`config.mk`:
```
export PLATFORM = sky130hd
export DESIGN_NAME = serial_adder_sub
export DESIGN_NICKNAME = d
export VERILOG_FILES = /design/src/rtl/serial_adder_sub.sv
export SDC_FILE = /design/constraint.sdc
export NUM_CORES = 1
export LEC_CHECK = 0
export CAP_MARGIN = 10
export CELL_PAD_IN_SITES_DETAIL_PLACEMENT = 1
export CELL_PAD_IN_SITES_GLOBAL_PLACEMENT = 1
export CORE_UTILIZATION = 35
export CTS_CLUSTER_DIAMETER = 100
export CTS_CLUSTER_SIZE = 14
export DETAILED_ROUTE_END_ITERATION = 8
export GPL_TIMING_DRIVEN = 0
export PLACE_DENSITY = 0.75
export SLEW_MARGIN = 20
export SYNTH_ARGS = -nofsm -noshare
export SYNTH_HDL_FRONTEND = slang
export SYNTH_SLANG_ARGS = --single-unit
```
`constraint.sdc`:
```
create_clock -name clk -period 3.6 [get_ports clk]
set_clock_uncertainty 0.05 [all_clocks]
set_input_delay 0.72 -clock clk [delete_from_list [all_inputs] [get_ports clk]]
set_output_delay 0.72 -clock clk [all_outputs]
set_load 0.1 [all_outputs]
```
`src/rtl/serial_adder_sub.sv`:
```
// Digit-serial adder/subtractor: WIDTH-bit operands, DIGIT bits per clock,
// valid/ready on both sides, carry-out/no-borrow and signed overflow flags.
module serial_adder_sub #(
    parameter int WIDTH = 16,
    parameter int DIGIT = 4
) (
    input  logic             clk,
    input  logic             rst_n,
    input  logic             in_valid,
    output logic             in_ready,
    input  logic [WIDTH-1:0] a,
    input  logic [WIDTH-1:0] b,
    input  logic             c_in,
    input  logic             sub,
    output logic             out_valid,
    input  logic             out_ready,
    output logic [WIDTH-1:0] sum,
    output logic             c_out,
    output logic             ovf
);

    localparam int N  = (DIGIT >= 1) ? WIDTH / DIGIT : 1;
    localparam int CW = (N > 1) ? $clog2(N) : 1;
    localparam logic [WIDTH-1:0] DMASK = WIDTH'({DIGIT{1'b1}});

    generate
        if (DIGIT < 1 || WIDTH < 2 || (WIDTH % DIGIT) != 0) begin : g_bad_param
            $error("serial_adder_sub: illegal WIDTH/DIGIT combination");
        end
    endgenerate

    typedef enum logic [1:0] {
        S_IDLE,
        S_RUN,
        S_DONE
    } state_t;

    state_t           r_state;
    state_t           w_state_nx;
    logic [WIDTH-1:0] r_a;
    logic [WIDTH-1:0] r_b;
    logic [WIDTH-1:0] r_sum;
    logic             r_carry;
    logic             r_cout;
    logic             r_ovf;
    logic [CW-1:0]    r_cnt;

    logic [31:0]      w_sh;
    logic [WIDTH-1:0] w_ash;
    logic [WIDTH-1:0] w_bsh;
    logic [DIGIT-1:0] w_da;
    logic [DIGIT-1:0] w_db;
    logic [DIGIT-1:0] w_ds;
    logic [DIGIT:0]   w_dadd;
    logic             w_dc;
    logic             w_cmsb;
    logic             w_last;

    // Current digit is picked by shifting, so no variable part-selects.
    assign w_sh   = 32'(r_cnt) * 32'(DIGIT);
    assign w_ash  = r_a >> w_sh;
    assign w_bsh  = r_b >> w_sh;
    assign w_da   = w_ash[DIGIT-1:0];
    assign w_db   = w_bsh[DIGIT-1:0];
    assign w_dadd = {1'b0, w_da} + {1'b0, w_db} + {{DIGIT{1'b0}}, r_carry};
    assign w_ds   = w_dadd[DIGIT-1:0];
    assign w_dc   = w_dadd[DIGIT];
    // Carry into the top bit recovered from its sum bit: s = a ^ b ^ cin.
    assign w_cmsb = w_da[DIGIT-1] ^ w_db[DIGIT-1] ^ w_ds[DIGIT-1];
    assign w_last = (r_cnt == CW'(N - 1));

    assign in_ready  = (r_state == S_IDLE);
    assign out_valid = (r_state == S_DONE);
    assign sum       = r_sum;
    assign c_out     = r_cout;
    assign ovf       = r_ovf;

    always_comb begin
        w_state_nx = r_state;
        unique case (r_state)
            S_IDLE: if (in_valid)  w_state_nx = S_RUN;
            S_RUN:  if (w_last)    w_state_nx = S_DONE;
            S_DONE: if (out_ready) w_state_nx = S_IDLE;
            default:               w_state_nx = S_IDLE;
        endcase
    end

    always_ff @(posedge clk or negedge rst_n) begin
        if (!rst_n) begin
            r_state <= S_IDLE;
            r_a     <= '0;
            r_b     <= '0;
            r_sum   <= '0;
            r_carry <= 1'b0;
            r_cout  <= 1'b0;
            r_ovf   <= 1'b0;
            r_cnt   <= '0;
        end else begin
            r_state <= w_state_nx;
            unique case (r_state)
                S_IDLE: begin
                    if (in_valid) begin
                        r_a     <= a;
                        r_b     <= sub ? ~b : b;
                        r_carry <= c_in ^ sub;
                        r_cnt   <= '0;
                    end
                end
                S_RUN: begin
                    r_sum   <= (r_sum & ~(DMASK << w_sh))
                             | (WIDTH'(w_ds) << w_sh);
                    r_carry <= w_dc;
                    if (w_last) begin
                        r_cnt  <= '0;
                        r_cout <= w_dc;
                        r_ovf  <= w_cmsb ^ w_dc;
                    end else begin
                        r_cnt  <= r_cnt + CW'(1);
                    end
                end
                default: begin
                end
            endcase
        end
    end

endmodule
```
==> flow_summary.ini <==
[logic_synthesis]
synthCells = 233
syn_area_per_cell_um2 = 11.2
syn_area_mm2 = 0.00260
synth-seq-cells = 55
synth_edf_count = 0
synth_common_cells = nand2_1 (72), dfrtp_1 (55), xnor2_1 (19)
ys_warn_count = 0
synth_most_common_cell = nand2_1
synth_top_area_frac = 0.529
ys_seq_area_frac = 0.529
yosys.cell_types.count = 25
synthFlopType = dfrtp_1
ys_async_sr_fraction = 1.00
syn-num-nets = 280
ys_top_cells_by_area = dfrtp_1 (53%), nand2_1 (10%), mux4_2 (6.9%), xnor2_1 (6.4%), a22o_1 (5.4%)
yosys.area.top_type = dfrtp_1

[setup_path]
rrSetupSlack_ps = 600
startpoint_type = register
critical_path_arrival_ps = 3150
cp-end-kind = register
r2r_end = ovf$_DFFE_PN0P_
worst_ep_required_time_ps = 3740
worstSetupStartpoint = r_cnt[0]$_DFFE_PN0P_
timing.rr.start = r_cnt[0]$_DFFE_PN0P_
path_class = reg2reg
ff2ff_path_depth = 8
cp_max_fo = 10

[clock_network]
cts_setup_buffers = 0
clock-sinks = 55
postCtsHoldBufs = 0
cts.htree.levels = 2
ctsResizeCount = 0
clkTransAtPathRegs_ps = 120
cts_tree = built
cts_buffers = 5
cts-root-buf = clkbuf_8
clock_path_buffers = 2
clock_latency_ps = 320

[grt]
grt_pass1_vias = 1952
grtUsageTotal = 0.170
antenna_found_initial = 0
grt_pass1_wl_um = 9920
gr-total-overflow = 0
grt_max_degree = 56

[place]
gp_congestion = 0.741
io_buffers = 56
placed_cells = 388
dp_hpwl_um = 4420

[die]
dieHeight_um = 88.3
row_count = 31
die_area_mm2 = 0.00779
coreArea_mm2 = 0.00721
ios = 58
start_util = 0.361
dieWidth_um = 88.3

[finish]
drive_above_1_share = 0.121
syn_to_final_growth_pct = 29.9
antennaDiodeCount = 0
fin_util = 0.469
fin_nets = 343
layout.cells.non_filler = 396

[sta]
slew_viol_final = 0
setup_viol = 0
rsz0062_at_grt = no
fmax_mhz = 333
hold_viol = 0
finalCritPeriodShare = 0.834
worst_slew_pin_slew_ps = 979
holdWs_ps = 379
setup-tns-final_ps = 0
finalCriticalPeriod_ps = 3000
maxSlewHeadroom = 0.346

[drt]
wl_per_cell_um = 14.7
drc = 0
vias = 1897
avgViaCountPerCell = 4.79
wl_um = 5840
drtIter0Drc = 79
ant_nets = 0
drt_first_pass_iters = 3

[run]
drv_cap = 0

[worst_hold_path]
hp-class = in2async

[run_status]
status = completed
## final cells by class
cell class                 instances  area, µm²
buffer                            12       76.3
tap                               99        124
timing repair buffer              56        558
fill                             820       3830
clock buffer                       5       68.8
multi-input combinational        163       1140
clock inverter                     3       27.5
sequential                        55       1380
inverter                           3       11.3
## through the flow
stage / instance area [µm²] / worst slack (ps)
6_report: 3380 / 599
2_1_floorplan: 2600 / 922
3_5_place_dp: 3290 / 591
4_1_cts: 3380 / 564
3_3_place_gp: 3290 / 152
5_1_grt: 3380 / 430
## worst max path at each step
stage	end	slack, ps
floorplan	ovf$_DFFE_PN0P_	920
global placement	r_b[14]$_DFFE_PN0P_	150
detailed placement	ovf$_DFFE_PN0P_	590
CTS	ovf$_DFFE_PN0P_	560
global route	ovf$_DFFE_PN0P_	430
finish	ovf$_DFFE_PN0P_	600
## flip-flops by register name, summed over array words and instances (netlist names)
register	flops
c_out	1
ovf	1
r_a	16
r_b	16
r_carry	1
r_cnt	2
r_state	2
sum	16
## cell families (layout without fill, tap and decap cells)
kind of cell               Yosys count  in the layout  synth area share
adders and majority gates            9              9            0.0490
and+or+nand+nor                     83             83             0.136
DFF                                 55             55             0.529
muxes                                8              8            0.0692
AOI/OAI and AO/OA                   43             43             0.117
xor gates and xnor gates            20             20            0.0673
buffers and inverters               15             79            0.0336
## cell usage in the layout, fill, tap and decap left out, types with 3 or more instances in the layout
master and instances:
a22o_1 16, ha_1 7, nor3_2 4, clkdlybuf4s50_1 55, inv_1 3, nand2_1 72, mux4_2 8, o21ai_0 8
xnor2_1 19, dfrtp_1 55, buf_2 7, clkbuf_8 5, buf_4 5, o21ai_1 12
## routing by layer
layer  vias up  part of all wire  GRT usage  wire length (µm)
met2        39              0.52      0.292              3010
li1        911                 -          -                 -
met4         0            0.0063     0.0440                37
met3         4             0.034     0.0317               201
met5         -                 0          0                 0
met1       943              0.44      0.221              2590
## worst max-delay path: stages, from the launching register on
cell and delay (ps):
dfrtp_1 540, buf_6 230, mux4_2 550, fa_1 420
fa_1 420, a21o_1 210, a21oi_2 210, xnor2_1 150
o21ai_1 90
Power is not shown: default switching activity piles up to over one toggle a cycle in this logic, so the estimate is an artifact.
